$ cat src/rtl/adder_share_arbiter.sv
// Round-robin arbiter sharing one external combinational adder among NUM_REQ requesters.
// One operation in flight: IDLE accepts, EXEC drives the adder and captures the sum, RESP holds it.
module adder_share_arbiter #(
    parameter int WIDTH   = 8,
    parameter int NUM_REQ = 4
) (
    input  logic                       clk,
    input  logic                       rst_n,
    input  logic [NUM_REQ-1:0]         req_valid,
    input  logic [NUM_REQ*WIDTH-1:0]   req_a,
    input  logic [NUM_REQ*WIDTH-1:0]   req_b,
    output logic [NUM_REQ-1:0]         req_ready,
    output logic [WIDTH-1:0]           add_a,
    output logic [WIDTH-1:0]           add_b,
    input  logic [WIDTH-1:0]           add_result,
    output logic [NUM_REQ-1:0]         resp_valid,
    output logic [WIDTH-1:0]           resp_data,
    input  logic [NUM_REQ-1:0]         resp_ready,
    output logic                       busy
);

    localparam int IDW = $clog2(NUM_REQ);
    localparam int CW  = IDW + 1;

    // Handshakes: a transfer happens on a rising edge where valid and ready are both high
    // for the same requester bit; req_ready is one-hot and only ever high in IDLE, resp_valid
    // is one-hot and only high in RESP, and only resp_ready[grant_id] completes a response.
    typedef enum logic [1:0] {
        IDLE = 2'd0,
        EXEC = 2'd1,
        RESP = 2'd2
    } state_t;

    state_t           state;
    state_t           state_next;
    logic [IDW-1:0]   rr_ptr;
    logic [IDW-1:0]   grant_id;
    logic [IDW-1:0]   grant_next;
    logic             grant_found;
    logic [CW-1:0]    scan_idx;
    logic [WIDTH-1:0] op_a;
    logic [WIDTH-1:0] op_b;

    assign add_a = op_a;
    assign add_b = op_b;

    // Scan from rr_ptr upward; the wrap is an explicit compare so non-power-of-2 counts work.
    always_comb begin
        grant_found = 1'b0;
        grant_next  = rr_ptr;
        scan_idx    = '0;
        for (int k = 0; k < NUM_REQ; k++) begin
            scan_idx = {1'b0, rr_ptr} + CW'(k);
            if (scan_idx >= CW'(NUM_REQ)) begin
                scan_idx = scan_idx - CW'(NUM_REQ);
            end
            if (!grant_found && req_valid[scan_idx[IDW-1:0]]) begin
                grant_found = 1'b1;
                grant_next  = scan_idx[IDW-1:0];
            end
        end
    end

    always_comb begin
        state_next = state;
        req_ready  = '0;
        resp_valid = '0;
        busy       = (state != IDLE);
        case (state)
            IDLE: begin
                if (grant_found) begin
                    req_ready[grant_next] = 1'b1;
                    state_next            = EXEC;
                end
            end
            EXEC: begin
                state_next = RESP;
            end
            RESP: begin
                resp_valid[grant_id] = 1'b1;
                if (resp_ready[grant_id]) begin
                    state_next = IDLE;
                end
            end
            default: begin
                state_next = IDLE;
            end
        endcase
    end

    always_ff @(posedge clk or negedge rst_n) begin
        if (!rst_n) begin
            state     <= IDLE;
            rr_ptr    <= '0;
            grant_id  <= '0;
            op_a      <= '0;
            op_b      <= '0;
            resp_data <= '0;
        end else begin
            state <= state_next;
            if (state == IDLE && grant_found) begin
                op_a     <= req_a[int'(grant_next)*WIDTH +: WIDTH];
                op_b     <= req_b[int'(grant_next)*WIDTH +: WIDTH];
                grant_id <= grant_next;
            end
            if (state == EXEC) begin
                resp_data <= add_result;
            end
            // The requester just served drops to lowest priority.
            if (state == RESP && resp_ready[grant_id]) begin
                rr_ptr <= (grant_id == IDW'(NUM_REQ - 1)) ? '0 : grant_id + 1'b1;
            end
        end
    end

endmodule

$ cat config.mk
export PLATFORM = sky130hd
export DESIGN_NAME = adder_share_arbiter
export DESIGN_NICKNAME = d
export VERILOG_FILES = /design/src/rtl/adder_share_arbiter.sv
export SDC_FILE = /design/constraint.sdc
export NUM_CORES = 1
export LEC_CHECK = 0
export CAP_MARGIN = 5
export CELL_PAD_IN_SITES_DETAIL_PLACEMENT = 1
export CELL_PAD_IN_SITES_GLOBAL_PLACEMENT = 2
export CORE_AREA = 5 5 107 109
export DETAILED_ROUTE_END_ITERATION = 8
export DIE_AREA = 0 0 112 114
export GPL_ROUTABILITY_DRIVEN = 1
export PLACE_DENSITY = 0.83
export SETUP_SLACK_MARGIN = 0.3
export SKIP_CTS_REPAIR_TIMING = 1
export SYNTH_ARGS = -nofsm -noshare
export SYNTH_HDL_FRONTEND = slang
export SYNTH_SLANG_ARGS = --single-unit
export TNS_END_PERCENT = 100
$ cat constraint.sdc
create_clock -name clk -period 1.9 [get_ports clk]
set_input_delay 0.38 -clock clk [delete_from_list [all_inputs] [get_ports clk]]
set_output_delay 0.38 -clock clk [all_outputs]
set_load 0.01 [all_outputs]
After elaboration in Yosys (flattened, before gate mapping)
Cells that the tools add are included.

operators by class
  reduce and logical (&&, ||, !) cells = 13
  multiplexer cells = 33
  equal/unequal tests = 5
  add/sub/neg operators = 8
  shifts and indexed selects = 2
  magnitude comparators = 12

operators by type and width
  operator               number
  $shiftx A32 B6 Y8      2
  $mux W2                11
  $lt A2 B3 Y1 const B   6
  $mux W4                3
  $mux W1                11
  $bmux W1 S2            5
  $ge A3 B3 Y1 const B   3
  $sub A2 B1 Y2 const B  4
  $logic_and A1 B1 Y1    7
  $add A2 B2 Y3 const B  2
  $pmux W2 S3            1
  $demux W1 S2           2
  $eq A2 B2 Y1 const B   2
  $ge A2 B1 Y1 const B   2
  $ne A2 B2 Y1 const B   2
  $add A2 B1 Y3 const B  1
  $ge A2 B3 Y1 const B   1
  $logic_not A1 Y1       3
  $add A2 B1 Y2 const B  1
  $eq A2 B1 Y1 const B   1
  $logic_not A2 Y1       1
  $reduce_and A2 Y1      1
  $reduce_bool A2 Y1     1

storage, ports and cells
  logic and storage cells = 79
  bits in registers = 30

Longest topological paths before layout
Gate-level depths: netlist of the first run.

  word-level depth = 20
  mapped depth = 8

Worst setup path before layout of the first run
Ideal clock, no wire load.

  path kind = flip-flop to output port
  start = reg rr_ptr[1]
  end = out req_ready[0]
  arrival time = 1585 ps
  data required time = 1520 ps
  setup slack = -65 ps
  cell stages (with the launch flop) = 8
  buffers on the path = 2
  cell sequence = dfrtp_1 buf_2 nor2_1 a221o_1 o22ai_1 and2_1 buf_2 nor2b_1

between the ends
  longest elaborated chain between the ends = 20

ends and longest elaborated chain
  what                                                                    line  text
  from (decl)                                                             36    logic [IDW-1:0] rr_ptr;
  from (signal assigned)                                                  111   rr_ptr <= (grant_id == IDW'(NUM_REQ - 1)) ? '0 : grant_id + 1'b1;
  parallel branches: the longest is 18 deep, another holds $add A2 B1 Y3  n/a
  $mux W4 (*)                                                             71    if (grant_found) begin
  $mux W4 (*)                                                             69    case (state)
  to (decl)                                                               12    output logic [NUM_REQ-1:0] req_ready,

Every way passes the cells marked *. The select of a mux whose other input is x is not followed.

Worst setup path after layout of the first run
  start = reg rr_ptr[1]
  end = out req_ready[1]

Same word-level chain as after synthesis.

==> metrics.csv, run 1 <==
metric,value,unit
nFillCells,1175,
powerDensity,1360,nW/um^2
maxCapViolations,0,
core.rowCount,38,
grt_max_degree,31,
pin_count,115,
syn_inst,193,
grt_pass1_wl,12200,um
fin_skew,0.00678,ns
rsz0062_at_grt,true,
synth.net_count,279,
wl,8280,um
clk_pin_slew_worst_paths,0.08,ns
period_needed,2.16,ns
seq_area,752,um^2
final_cell_mix,"clkdlybuf4s50_1 (86), dfrtp_1 (29), buf_4 (26), nor2_1 (20), inv_1 (19)",
clkLatencyLatePin,0.28,ns
multi_input_area,1170,um^2
path_class,flip-flop to primary output,
design_area,3770,um^2
hpwlAfterDp,6030,um
portBuffers,114,
core-area,10500,um^2
die_x,112,um
pwr-share-comb,0.664,
synth_top_cells_by_area,"dfrtp_1 (39%), a211oi_1 (11%), mux2i_1 (8.3%)",
nNetsFinal,422,
clockPowerShare,0.110,
overflow,0,
critical_path.max_stage_delay,0.44,ns
arrival,1.78,ns
finalPower,5.12,mW
cp_cell_sequence,nor2_1 -> a221o_1 -> o22ai_2 -> buf_4 -> and3_4 -> buf_6,
synth_top_cell_by_area,dfrtp_1,
switching_share,0.395,
reg2reg_from,rr_ptr[1],
hold_violations,0,
whs,0.163,ns
critical_path_required,1.52,ns
initial_core_util,0.183,
clk_path_buf_depth,2,
cts_sinks,30,
grt_pass1_vias,2222,
synth_cell_types,32,
dp_cells,457,
rrSetupSlack,-0.06,ns
layout_commonest_cell,clkdlybuf4s50_1,
drv_slew,0,
diodes,0,
period_share,1.14,
ys_ff_latch,30,
fmax,0.464,GHz
p_int,3.10,mW
yosysWarningCount,0,
final_util,0.359,
drc_errors,0,
slew_headroom,0.496,
drtPass1Iterations,4,
drt_iter0_markers,36,
cts_buffers,5,
gr-usage-all-layers,0.121,
p_seq_frac,0.225,
r2r_cells,8,
startpoint_type,flip-flop,
synth_top_cell_area_share,0.390,
crit_slowest_cell,dfrtp_1,
htreeDepth,2,
setup_violations,10,
vias,2061,
yosysSeqAreaShare,0.390,
dieArea,12800,um^2
syn2layout_area_growth,96.3,%
syn_area_per_cell,9.96,um^2
place.gp.congestion,0.729,
switchingPower,2.02,mW
ant_nets,0,
layout-drive-gt1-share,0.312,
vdd_drop_max,436,uV
outcome,"finished, violations left",
die_h,114,um
antenna_found_initial,0,
final_cells,477,
critPathBufInv,2,
cts-root-buf,clkbuf_8,
wl_per_cell,17.4,um
place_area,3400,um^2
path_max_fanout,4,
fin_ws,-0.257,ns
syn-cell-area,1920,um^2
crit_family,compound AO/OA/AOI/OAI gates,
cts_tree,done,
hp-class,primary input to asynchronous set/reset pin,
rr_endpoint,add_b[1],
via_per_inst,4.32,
cp-end-kind,primary output,
leakage,1.67,nW
worst_pin_slew,0.756,ns
failed_checks,negative setup slack,
[synthesized netlist by cell type (all sizes together)]
cell type   n
a211oi     32
dfrtp      30
nor2       23
inv        19
a31oi      16
mux2i      16
mux2        9
buf         8
clkbuf      6
and2        5
nor2b       5
ha          4
o21ai       4
nand2       3
and3        2
a211o       1
a21oi       1
a221o       1
and2b       1
mux4        1
nand2b      1
o21bai      1
o221ai      1
o22ai       1
o31ai       1
or2         1
[cell type report]
class                      instances  area share
inverter                          19      0.0189
tap                              140      0.0464
multi-input combinational        130       0.310
sequential                        30       0.199
clock inverter                     2     0.00331
timing repair buffer             150       0.401
clock buffer                       6      0.0219
[logic make-up after synthesis]
family	after synthesis	synth area share
mux	26	0.148
buf+inv	33	0.0885
simple gates	41	0.103
fa+ha+maj	4	0.0260
flops	30	0.390
compound gates	59	0.245
[per-layer routing]
metal / track usage / vias to the layer above / wire length (um)
li1: - / 982 / -
met1: 0.146 / 1015 / 3580
met4: 0.0288 / 0 / 61
met3: 0.0302 / 4 / 420
met2: 0.217 / 60 / 4220
met5: 0 / - / 0
[worst max-delay path by stage]
stage	start	endpoint	slack, ns	cells after the start
after floorplan	rr_ptr[1]	req_ready[0]	0.03	6
after global placement	req_valid[2]	req_ready[0]	-0.91	7
after detailed placement	req_valid[0]	req_ready[0]	-0.92	7
after CTS	req_valid[0]	req_ready[0]	-0.94	7
after global routing	rr_ptr[0]	req_ready[2]	-0.32	6
final	rr_ptr[1]	req_ready[1]	-0.26	6
[worst reg2reg max path: stages (launching register included)]
cell and delay [ns]:
dfrtp_1 0.44, nor2_1 0.08, a221o_1 0.35, buf_4 0.16
o221ai_4 0.26, buf_4 0.18, clkbuf_16 0.16, a211oi_2 0.05
a211oi_1 0.20
[state kept, by name, summed over array words and instances (netlist names)]
name	flops
add_a	8
add_b	8
resp_data	8
grant_id	2
rr_ptr	2
state	2
[power by group through the flow]
| stage | clock network (mW) | logic (mW) | registers, mW |
|---|---|---|---|
| 3_3_place_gp | 0 | 2.95 | 1.15 |
| 2_1_floorplan | 0 | 1.55 | 1.27 |
| 3_5_place_dp | 0 | 3.01 | 1.17 |
| 6_report | 0.566 | 3.40 | 1.15 |
| 4_1_cts | 0.584 | 3.02 | 1.16 |
| 5_1_grt | 0.616 | 3.67 | 1.20 |
[stage by stage]
step / setup WS (ns) / TNS (ns)
after floorplan: 0.0309 / 0
final: -0.257 / -1.09
after CTS: -0.939 / -9.42
after global routing: -0.320 / -1.97
after detailed placement: -0.920 / -13.52
after global placement: -0.909 / -12.62
No activity file was read; power rests on OpenSTA's default activity.
==> run 2, diff against run 1 <==
--- a/config.mk
+++ b/config.mk
@@ -5,7 +5,7 @@
 export SDC_FILE = /design/constraint.sdc
 export NUM_CORES = 1
 export LEC_CHECK = 0
-export CAP_MARGIN = 5
+export CAP_MARGIN = 20
 export CELL_PAD_IN_SITES_DETAIL_PLACEMENT = 1
 export CELL_PAD_IN_SITES_GLOBAL_PLACEMENT = 2
 export CORE_AREA = 5 5 107 109
==> results of run 2 <==
The final DEF is identical to that of run 1; final timing and power are the same.
==> run 3, diff against run 2 <==
--- a/config.mk
+++ b/config.mk
@@ -5,14 +5,15 @@
 export SDC_FILE = /design/constraint.sdc
 export NUM_CORES = 1
 export LEC_CHECK = 0
+export ABC_AREA = 1
 export CAP_MARGIN = 20
 export CELL_PAD_IN_SITES_DETAIL_PLACEMENT = 1
 export CELL_PAD_IN_SITES_GLOBAL_PLACEMENT = 2
-export CORE_AREA = 5 5 107 109
+export CORE_AREA = 5 5 122 124
 export DETAILED_ROUTE_END_ITERATION = 8
-export DIE_AREA = 0 0 112 114
+export DIE_AREA = 0 0 127 129
 export GPL_ROUTABILITY_DRIVEN = 1
-export PLACE_DENSITY = 0.83
+export PLACE_DENSITY = 0.81
 export SETUP_SLACK_MARGIN = 0.3
 export SKIP_CTS_REPAIR_TIMING = 1
 export SYNTH_ARGS = -nofsm -noshare
==> run 3 against run 2 <==
The flow still finishes with violations (negative setup slack); design area grew 15%; register-to-register slack worse by 0.17 ns; wire length is 21% higher; sequential share of layout area down 2.5 points; first-iteration DRC count rose to 2.6 times the previous value; clock power up 58%; maximum frequency is 6.2% lower; cell count up 46%; global-route usage is 0.41 points lower; largest power group unchanged.
==> metrics.csv, run 3 <==
metric,value,unit,change
cts_tree,done,,unchanged
powerDensity,1990,nW/um^2,was 1360 nW/um^2
crit_family,simple AND/OR/NAND/NOR gates,,was compound AO/OA/AOI/OAI gates
antenna_found_initial,0,,unchanged
initial_core_util,0.175,,was 0.183
syn_area_per_cell,6.43,um^2,was 9.96 um^2
yosysSeqAreaShare,0.314,,was 0.390
dieArea,16400,um^2,was 12800 um^2
overflow,0,,unchanged
failed_checks,negative setup slack,,unchanged
fin_ws,-0.399,ns,was -0.257 ns
hpwlAfterDp,7720,um,was 6030 um
synth_top_cell_by_area,dfrtp_1,,unchanged
ys_ff_latch,30,,unchanged
grt_pass1_wl,15700,um,was 12200 um
crit_start,rr_ptr[0],,was rr_ptr[1]
layout-drive-gt1-share,0.242,,was 0.312
place.gp.congestion,0.795,,was 0.729
vdd_drop_max,651,uV,was 436 uV
ys.flop_type,dfrtp_1,,unchanged
grt_max_degree,33,,was 31
grt_pass1_vias,3161,,was 2222
arrival,1.92,ns,was 1.78 ns
via_per_inst,4.20,,was 4.32
cp_cell_sequence,buf_6 -> nand2_1 -> nand2_2 -> nand2_1 -> nand2_4 -> buf_4 -> o21ai_4 -> inv_4 -> nand3_4 -> nor2_2 -> buf_4,,was nor2_1 -> a221o_1 -> o22ai_2 -> buf_4 -> and3_4 -> buf_6
synthArstFlopShare,1.00,,unchanged
final_cell_mix,"nand2_1 (167), clkdlybuf4s50_1 (93), nand3_1 (75), buf_4 (34), dfrtp_1 (27)",,"was clkdlybuf4s50_1 (86), dfrtp_1 (29), buf_4 (26), nor2_1 (20), inv_1 (19)"
rsz0062_at_grt,true,,unchanged
cp-end-kind,primary output,,unchanged
critical_path.max_stage_delay,0.44,ns,about the same
synth.net_count,458,,was 279
core.rowCount,43,,was 38
period_needed,2.30,ns,was 2.16 ns
drtPass1Iterations,4,,unchanged
design_area,4340,um^2,was 3770 um^2
synthTopCellsByCount,"nand2_1 (179), nand3_1 (81), dfrtp_1 (30), inv_1 (13)",,"was dfrtp_1 (30), a211oi_1 (28), nor2_1 (23), inv_1 (19)"
wl_per_cell,14.3,um,was 17.4 um
synth_top_cell_area_share,0.314,,was 0.390
startpoint_type,flip-flop,,unchanged
syn2layout_area_growth,81.3,%,was 96.3%
drv_slew,0,,unchanged
path_max_fanout,4,,unchanged
place_area,3880,um^2,was 3400 um^2
worst-path-stages,11,,was 6
clkLatencyLatePin,0.27,ns,was 0.28 ns
critPathBufInv,4,,was 2
leakage,2.22,nW,was 1.67 nW
slew_headroom,0.735,,was 0.496
fin_skew,0.00405,ns,was 0.00678 ns
clk_pin_slew_worst_paths,0.05,ns,was 0.08 ns
cts_sinks,30,,unchanged
portBuffers,114,,unchanged
fmax,0.435,GHz,was 0.464 GHz
drt_iter0_markers,95,,was 36
syn_inst,372,,was 193
synthAdderAreaFrac,0.0209,,was 0.0260
syn-cell-area,2390,um^2,was 1920 um^2
synth-simple-area-share,0.525,,was 0.103
r2r_cells,13,,was 8
core-area,13700,um^2,was 10500 um^2
yosysMostFrequentCell,nand2_1,,was dfrtp_1
crit_slowest_cell,dfrtp_2,,was dfrtp_1
drc_errors,0,,unchanged
period_share,1.21,,was 1.14
synth_cell_types,21,,was 32
path_class,flip-flop to primary output,,unchanged
nNetsFinal,602,,was 422
wl,10000,um,was 8280 um
layout_commonest_cell,nand2_1,,was clkdlybuf4s50_1
synth_top_family_by_area,simple AND/OR/NAND/NOR gates,,was compound AO/OA/AOI/OAI gates
rr_endpoint,add_a[6],,was add_b[1]
vias,2929,,was 2061
hold_violations,0,,unchanged
pin_count,115,,unchanged
maxCapViolations,0,,unchanged
yosys.area_share.xor_xnor,0,,unchanged
cts_buffers,5,,unchanged
critical_path_required,1.52,ns,about the same
ant_nets,0,,unchanged
synth_top_cells_by_area,"dfrtp_1 (31%), nand2_1 (28%), nand3_1 (17%)",,"was dfrtp_1 (39%), a211oi_1 (11%), mux2i_1 (8.3%)"
final_util,0.317,,was 0.359
critPathCapture,req_ready[3],,was req_ready[1]
synth_compound_area_frac,0.0214,,was 0.245
reg2reg_from,rr_ptr[0],,was rr_ptr[1]
outcome,"finished, violations left",,unchanged
worst_pin_slew,0.397,ns,was 0.756 ns
setup_violations,20,,was 10
hp-class,flip-flop to flip-flop,,was primary input to asynchronous set/reset pin
synth_edf_count,0,,unchanged
rrSetupSlack,-0.23,ns,was -0.06 ns
gr-usage-all-layers,0.117,,was 0.121
die_h,129,um,was 114 um
die_x,127,um,was 112 um
htreeDepth,2,,unchanged
diodes,0,,unchanged
yosysWarningCount,0,,unchanged
cts-root-buf,clkbuf_16,,was clkbuf_8
clk_path_buf_depth,2,,unchanged
yosys-mux-area-fraction,0.0377,,was 0.148
## run 3: per-stage QoR
step / hold WS (ns) / power [mW] / TNS [ns] / setup WS [ns] / std cells
global route: 0.505 / 9.54 / -7.38 / -0.514 / 697
detailed placement: 0.475 / 7.18 / -12.71 / -0.908 / 676
floorplan: 0.0844 / 4.93 / -0.264 / -0.0687 / 372
global placement: 0.471 / 7.05 / -12.05 / -0.876 / 676
finish: 0.480 / 8.62 / -3.91 / -0.399 / 697
CTS: 0.490 / 8.12 / -9.34 / -0.953 / 684
## run 3: cells by family (layout without fill, tap and decap cells)
kind of cell / Yosys count / count (layout)
AO/OA/AOI/OAI: 7 / 7
buffers and inverters: 36 / 181
AND/OR/NAND/NOR: 287 / 287
multiplexers: 8 / 8
adder cells (fa/ha/maj): 4 / 4
flip-flops: 30 / 30
## run 3: power by group
part	switching, mW	internal, mW
Sequential	0.234	0.984
Combinational	3.73	2.78
Clock	0.274	0.619
Total	4.23	4.38
## run 3: worst min path at each step
stage / to / depth (start not counted) / start
floorplan: add_a[0] / 0 / rst_n
global placement: add_a[4] / 2 / add_a[4]
detailed placement: add_b[0] / 2 / add_b[0]
CTS: add_b[7] / 2 / add_b[7]
global route: add_b[0] / 2 / add_b[0]
finish: add_a[7] / 2 / add_a[7]
## run 3: cell type report
class,instances,area (um^2)
clock buffers,7,133
inverters,17,81.3
fillers,1703,9330
repair buffers,156,1500
flip-flops and latches,30,754
clock inverters,1,30.0
well taps,180,225
multi-input cells,306,1620
## run 3: tightest hold or removal path: cells and delay by family (launching register included)
kind / cells / cell delay [ns]
flip-flops: 1 / 0.34
AND/OR/NAND/NOR: 2 / 0.10
## run 3: per-layer routing
metal,up-vias,routed length [um],GRT usage,part of all wire
li1,1488,-,-,-
met1,1348,4620,0.151,0.46
met5,-,0,0,0
met4,0,66,0.0189,0.0066
met2,86,4790,0.206,0.48
met3,7,520,0.0232,0.052
